--- src/rtl/lcd_pixel_fifo.sv ---
// lcd_pixel_fifo: first-word-fall-through 24-bit pixel buffer feeding the
// LCD pixel writer, with fill level, threshold flags and starvation stats.
module lcd_pixel_fifo #(
    parameter int DEPTH         = 64,
    parameter int AFULL_THRESH  = 48,
    parameter int AEMPTY_THRESH = 8
) (
    input  logic                       clk_12mhz,
    input  logic                       rst,
    input  logic                       wr_en,
    input  logic [23:0]                wr_rgb,
    output logic                       full,
    output logic                       almost_full,
    output logic [23:0]                rgb,
    output logic                       data_valid,
    input  logic                       data_req,
    output logic                       almost_empty,
    output logic [$clog2(DEPTH):0]     level,
    input  logic                       flush,
    input  logic                       clr_status,
    output logic                       overflow,
    output logic                       underflow,
    output logic [15:0]                underflow_count
);

    localparam int AW = $clog2(DEPTH);
    localparam int LW = AW + 1;
    localparam logic [15:0] CNT_MAX = 16'hFFFF;

    logic [23:0]   mem [DEPTH];
    logic [AW-1:0] wp_q, wp_d;
    logic [AW-1:0] rp_q, rp_d;
    logic [LW-1:0] level_q, level_d;
    logic          overflow_q, overflow_d;
    logic          underflow_q, underflow_d;
    logic [15:0]   underflow_count_q, underflow_count_d;

    logic pop_ok, push, pop, drop, starve;

    // Status decoded purely from the registered level.
    always_comb begin
        full         = (level_q == LW'(DEPTH));
        data_valid   = (level_q != '0);
        almost_full  = (level_q >= LW'(AFULL_THRESH));
        almost_empty = (level_q <= LW'(AEMPTY_THRESH));
        level        = level_q;
        rgb          = data_valid ? mem[rp_q] : 24'h0;
        overflow        = overflow_q;
        underflow       = underflow_q;
        underflow_count = underflow_count_q;
    end

    // Handshake events; flush suppresses the actual push/pop only.
    always_comb begin
        pop_ok = data_req & data_valid;
        starve = data_req & ~data_valid;
        drop   = wr_en & full & ~pop_ok;
        pop    = pop_ok & ~flush;
        push   = wr_en & (~full | pop_ok) & ~flush;
    end

    // Next-state for pointers, level and diagnostics.
    always_comb begin
        wp_d    = wp_q;
        rp_d    = rp_q;
        level_d = level_q;
        if (flush) begin
            wp_d    = '0;
            rp_d    = '0;
            level_d = '0;
        end else begin
            if (push) wp_d = wp_q + AW'(1);
            if (pop)  rp_d = rp_q + AW'(1);
            if (push && !pop)      level_d = level_q + LW'(1);
            else if (pop && !push) level_d = level_q - LW'(1);
        end

        if (clr_status) begin
            overflow_d        = drop;
            underflow_d       = starve;
            underflow_count_d = starve ? 16'd1 : 16'd0;
        end else begin
            overflow_d        = overflow_q | drop;
            underflow_d       = underflow_q | starve;
            underflow_count_d = underflow_count_q;
            if (starve && underflow_count_q != CNT_MAX)
                underflow_count_d = underflow_count_q + 16'd1;
        end
    end

    // Control state, cleared asynchronously.
    always_ff @(posedge clk_12mhz or posedge rst) begin
        if (rst) begin
            wp_q              <= '0;
            rp_q              <= '0;
            level_q           <= '0;
            overflow_q        <= 1'b0;
            underflow_q       <= 1'b0;
            underflow_count_q <= '0;
        end else begin
            wp_q              <= wp_d;
            rp_q              <= rp_d;
            level_q           <= level_d;
            overflow_q        <= overflow_d;
            underflow_q       <= underflow_d;
            underflow_count_q <= underflow_count_d;
        end
    end

    // Pixel storage; contents are don't-care after reset.
    always_ff @(posedge clk_12mhz) begin
        if (push) mem[wp_q] <= wr_rgb;
    end

endmodule

--- config.mk ---
export PLATFORM = sky130hd
export DESIGN_NAME = lcd_pixel_fifo
export DESIGN_NICKNAME = d
export VERILOG_FILES = /design/src/rtl/lcd_pixel_fifo.sv
export SDC_FILE = /design/constraint.sdc
export NUM_CORES = 2
export LEC_CHECK = 0
export BUFFER_PORTS_ARGS = -buffer_cell sky130_fd_sc_hd__clkbuf_2
export CELL_PAD_IN_SITES_DETAIL_PLACEMENT = 1
export CELL_PAD_IN_SITES_GLOBAL_PLACEMENT = 1
export CORE_UTILIZATION = 35
export DETAILED_ROUTE_END_ITERATION = 10
export PLACE_DENSITY = 0.62
export SLEW_MARGIN = 20
export SYNTH_ARGS = -nofsm -noshare
export SYNTH_HDL_FRONTEND = slang
export SYNTH_SLANG_ARGS = --single-unit
--- constraint.sdc ---
create_clock -name clk_12mhz -period 3.5 [get_ports clk_12mhz]
set_clock_uncertainty 0.15 [all_clocks]
set_input_delay 0.175 -clock clk_12mhz [delete_from_list [all_inputs] [get_ports clk_12mhz]]
set_output_delay 0.175 -clock clk_12mhz [all_outputs]
set_load 0.005 [all_outputs]
# == Yosys cells after proc, flatten, opt, wreduce, memory -nomap -nowiden ==
# Memory sizes are Yosys's and may differ from the RTL's.
# Cells that the tools add are included.
# totals
regBits,37
ramBits,1536
input_bits,30
out_inout_bits,53
wordCells,55
mem_count,1
# memory_table
memory,depth,word_bits,rd,rd_clocked_by_memory_dff,write_ports,line,text
mem,64,24,1,0,1,30,logic [23:0] mem [DEPTH];
# op_classes
n_addsub,5
magnitude_cmp,2
eq_ne,2
muxes,15
bitwise,14
n_reduce_logical,10
# ops
operator,n
16-bit 2-to-1 mux,2
24-bit 2-to-1 mux,1
6-bit 2-to-1 mux,4
7-bit 2-to-1 mux,3
"16-bit by 1-bit adder with 16-bit output, second input constant",1
"16-bit inequality test, second input constant",1
"6-bit by 1-bit adder with 6-bit output, second input constant",2
"7-bit by 1-bit adder with 7-bit output, second input constant",1
1-bit AND,7
"7-bit equality test, second input constant",1
"7-bit by 6-bit >= comparator with 1-bit output, second input constant",1
"7-bit by 4-bit less-or-equal comparator with 1-bit output, second input constant",1
7-bit nonzero test,1
"7-bit by 1-bit subtractor with 7-bit output, second input constant",1
2-bit nonzero test,3
1-bit 2-to-1 mux,5
1-bit NOT,4
1-bit logical AND,3
1-bit bitwise OR,3
3-bit nonzero test,1
1-bit zero test,2

# == Depth between registers and ports, before layout ==
# logic_depth
ltp_word,10
ltp_mapped,12

# == Least setup slack after synthesis ==
# OpenSTA, ideal clock, no wires.
# synth_path
kind,reg2reg
startpoint,"register level_q[0], in the netlist level[0]"
endpoint,"register level_q[6], in the netlist level[6]"
setup_ns,0.135
arrival_ns,2.781
required_time_ns,3.215
slack_ns,0.435
path_stages_with_launch,13
n_path_buf,2
synth_period_minus_slack_ns,3.065
cell_sequence,dfrtp_1 -> or3_1 -> buf_2 -> o41a_1 -> buf_2 -> nand3b_1 -> inv_1 -> fa_1 -> nor2b_1 -> o31a_1 -> o21ai_0 -> a222oi_1 -> nor3b_1
# synth_between
elab_chain_len,8
elab_cells_between_ends,18
classes_between,add/sub: 2; eq/ne: 1; mux: 3; bitwise: 6; reduce/logical: 6
# synth_rtl
item,line,text
"start, declared",33,"logic [LW-1:0] level_q, level_d;"
"start signal, assigned",103,level_q <= level_d;
7-bit nonzero test / 7-bit equality test (equally long branches),"43, 42",
1-bit AND / 1-bit NOT (equally long branches),"55, 59",
1-bit bitwise OR,59,push = wr_en & (~full | pop_ok) & ~flush;
1-bit AND (2 in a row),59,
1-bit logical AND / 1-bit zero test (equally long branches),"74, 75",
7-bit 2-to-1 mux / 1-bit logical AND (equally long branches),"74, 75",
7-bit 2-to-1 mux / 3-bit nonzero test (equally long branches),n/a,
# Parallel ways exist; a longest one is shown, timed or not. The select of a mux whose other input is x is not followed.
# A chain may end at the register's enable or synchronous reset.

# == Worst setup path in the final report ==
# layout_path
startpoint,register rp_q[0]
endpoint,output port rgb[0]
# layout_between
elab_chain_len,2
# layout_rtl
item,line,text
"start, declared",32,"logic [AW-1:0] rp_q, rp_d;"
"start signal, assigned",102,rp_q <= rp_d;
memory 64 x 24 bit,n/a,
24-bit 2-to-1 mux,47,rgb = data_valid ? mem[rp_q] : 24'h0;
"end, declared",14,"output logic [23:0] rgb,"
# Every way passes these cells.

==> out/results.tsv <==
stage	metric	value	unit
run_status	status	finished, violations left	
run_status	violations	hold timing, setup timing	
drt	remaining_drc_errors	0	
drt	drt_iter0_markers	3362	
timing	setup_violations	24	
global_routing	track_usage	19.3	%
drt	ant_nets	0	
global_routing	grt_pass1_vias	31800	
final_layout	mostFrequentLayoutCells	edfxtp_1 (1536), mux4_2 (380), buf_4 (238)	
timing	final.setup.worst_slack	-0.268	ns
yosys	syn_avg_cell_area	22.0	um^2
yosys	synth_top_family_by_area	multiplexers	
critical_path	critPathKind	flop to primary output	
critical_path	crit_arrival	3.44	ns
yosys	synth_compound_area_share	2.82	%
critical_path	max_stage_delay	0.49	ns
drt	wl_met3	10100	um
clock_network	clk_path_buf_depth	3	
critical_path	cp_max_fo	7	
drt	routedWlPerCell	29.9	um
yosys	ys_warn_count	0	
critical_path	r2r_slack	0.23	ns
final_layout	layout.cells.most_common	edfxtp_1	
critical_path	end_kind	primary output	
critical_path	crit_path_start_kind	flop	
critical_path	cp.required	3.17	ns
global_routing	overflow	0	
timing	slew_headroom	25.1	%
worst_hold_path	min_path_type	primary input to flop	
drt	wl_met2	83100	um
clock_network	tritoncts	done	
place	placed_cell_area	66000	um^2
yosys	synth_xor_area_share	0.315	%
critical_path	crit_path_frequent_cell	buf_12	
critical_path	crit_path_top_delay_cell	dfrtp_4	
drt	finalWirelength	169000	um
global_routing	grt_pass1_wl	239000	um
timing	rsz0062_at_grt	yes	
timing	min_period	3.77	ns
critical_path	rr_worst_depth	7	
timing	max_freq	265	MHz
drt	via_per_inst	5.36	
yosys	synth_edf_count	1536	
clock_network	clock_latency	0.80	ns
timing	finalMaxSlewViolations	0	
yosys	synth_mux_area_share	15.8	%
die	die_y	419	um
critical_path	cp_top_family	buffers and inverters	
yosys	synth_cell_types	63	
drt	wirelength_met1	71000	um
clock_network	cts_made_buffers	162	
global_routing	grt_start_max_net_pins	65	
critical_path	crit_buf_inv	8	
yosys	syn_area	60700	um^2
yosys	synth_flop_cell	edfxtp_1	
drt	topRoutingLayerUsed	met5	
final_layout	area_delta_synth_final	20.2	%
critical_path	cp.depth	12	
timing	whs	-0.00456	ns
yosys	synth_async_sr_flop_share	2.35	%
clock_network	cts-root-buf	clkbuf_16	
final_layout	final_area	73000	um^2
power_and_ir_drop	pwr_density_cell	606	nW/um^2
die	start_util	35.3	%
final_layout	final_cells	5636	
worst_hold_path	hold-path-cell-count	1	
timing	tightest_slew	1.12	ns
yosys	ys_seq_area_share	77.5	%
yosys	synthAdderAreaFrac	0.218	%
flow_run	max-cap-violations	0	
clock_network	htreeDepth	4	
yosys	synth-seq-cells	1573	
place	dp.cells	5269	
global_routing	antenna_found_initial	9	
die	die_w	419	um
power_and_ir_drop	p_leak	22.6	nW
yosys	synthCells	2766	
clock_network	numClockSinks	1573	
place	gp_congestion	0.834	
drt	via_count	30200	
place	io_buffers	82	
clock_network	clkTransAtPathRegs	0.06	ns
die	num_io_pins	83	
drt	drtPass1Iterations	6	
final_layout	drive_gt1_share	36.3	%
final_layout	layout.nets	3229	
critical_path	cp_cell_sequence	buf_12 -> buf_12 -> buf_12 -> buf_16 -> buf_12 -> buf_12 -> buf_12 -> mux4_2 -> a221oi_2 -> o21ai_1 -> a22o_1 -> clkbuf_2	
die	placementRows	152	
timing	fin_crit_sh	108	%
power_and_ir_drop	vdd_drop_max	0.516	mV
place	dp_hpwl	101000	um
yosys	yosys.area_share.simple	2.23	%
die	fp.coreArea	172000	um^2
yosys	syn_nets	2806	
timing	hold_violations	4	
power_and_ir_drop	power	44.3	mW
die	fp.dieArea	175000	um^2
## logic make-up (layout without fill, tap and decap cells)
logic type               Yosys count  after routing
buffers and inverters            163            720
flip-flops                      1573           1573
AO/OA/AOI/OAI                    242            242
AND/OR/NAND/NOR                  272            272
adder cells (fa/ha/maj)           10             10
other                              0              3
XOR/XNOR                          21             21
multiplexers                     485            485
## path summary, 6_finish.rpt
kind,end,start
max,rgb[0],rp_q[0]
min,mem[34][5],wr_rgb[5]
max reg2reg,mem[45][22],level[0]
min reg2reg,overflow,overflow
max in group asynchronous,level[2],rst
min in group asynchronous,level[3],rst
## state kept, by name, indices dropped and copies added (netlist names)
register / flops
level: 7
mem: 1536
overflow: 1
rp_q: 6
underflow: 1
underflow_count: 16
wp_q: 6
## final cells by class
class,instances,area (um^2)
well taps,2310,2890
fillers,16100,98900
repair buffers,411,3890
inverters,11,41.3
clock inverters,94,857
flip-flops and latches,1573,47100
diodes,3,7.51
clock buffers,204,4300
multi-input cells,1030,14000
## layer usage
metal / track usage, % / up-vias
met4: 5.68 / 4
met2: 31.6 / 935
met1: 26.4 / 16500
met5: 0 / -
met3: 3.16 / 208
li1: - / 12600
## stage by stage
step,setup TNS (ns),utilization (%),setup slack [ns]
CTS,-5.66,42.1,-0.297
global route,-6.50,42.5,-0.350
detailed placement,-0.0181,38.4,-0.0181
floorplan,0,-,0.435
global placement,-0.0520,38.4,-0.0520
finish,-4.24,42.5,-0.268
## power by group
group / switching, mW / internal, mW
Sequential: 0.0664 / 20.7
Combinational: 3.37 / 3.14
Clock: 7.28 / 9.68
Total: 10.7 / 33.6
## synthesized netlist by cell type, types with 2 or more instances
master | count | area [um^2]
nor2_1 | 114 | 428
xor2_1 | 7 | 61.3
nor2b_1 | 35 | 219
nand4_1 | 10 | 62.6
mux4_2 | 380 | 8560
clkbuf_1 | 76 | 285
ha_1 | 9 | 113
a21oi_1 | 51 | 255
o22ai_1 | 24 | 150
or2_2 | 3 | 18.8
and3_1 | 3 | 18.8
nor3b_1 | 3 | 22.5
nand2b_1 | 5 | 31.3
a211oi_1 | 46 | 345
a222oi_1 | 2 | 20.0
a22o_1 | 23 | 201
o211ai_1 | 2 | 15.0
nor4_1 | 6 | 37.5
buf_2 | 46 | 230
and4_1 | 2 | 17.5
or3_1 | 9 | 56.3
o32ai_1 | 4 | 35.0
o21ai_1 | 10 | 50.1
dfrtp_1 | 37 | 926
edfxtp_1 | 1536 | 46100
nand3b_1 | 5 | 37.5
nand3_1 | 15 | 75.1
nor3_1 | 20 | 100
a221oi_1 | 19 | 166
inv_1 | 11 | 41.3
nand2_1 | 28 | 105
mux2_2 | 5 | 56.3
buf_1 | 29 | 109
o21ai_0 | 18 | 90.1
o221ai_1 | 25 | 219
mux2i_1 | 98 | 981
a2111oi_0 | 4 | 35.0
a211o_1 | 4 | 35.0
and2_1 | 5 | 31.3
xnor2_1 | 13 | 114
o41ai_1 | 2 | 17.5
## repair_timing
action / CTS / global route
pin swaps: 26 / 23
gates cloned: 3 / 6
endpoints found under the setup margin: 24 / 24
hold buffers: 12 / 2
hold endpoints to repair: 315 / 61
resized for setup: 150 / 74
setup buffers: 29 / 17
(Power assumes the default switching activity.)
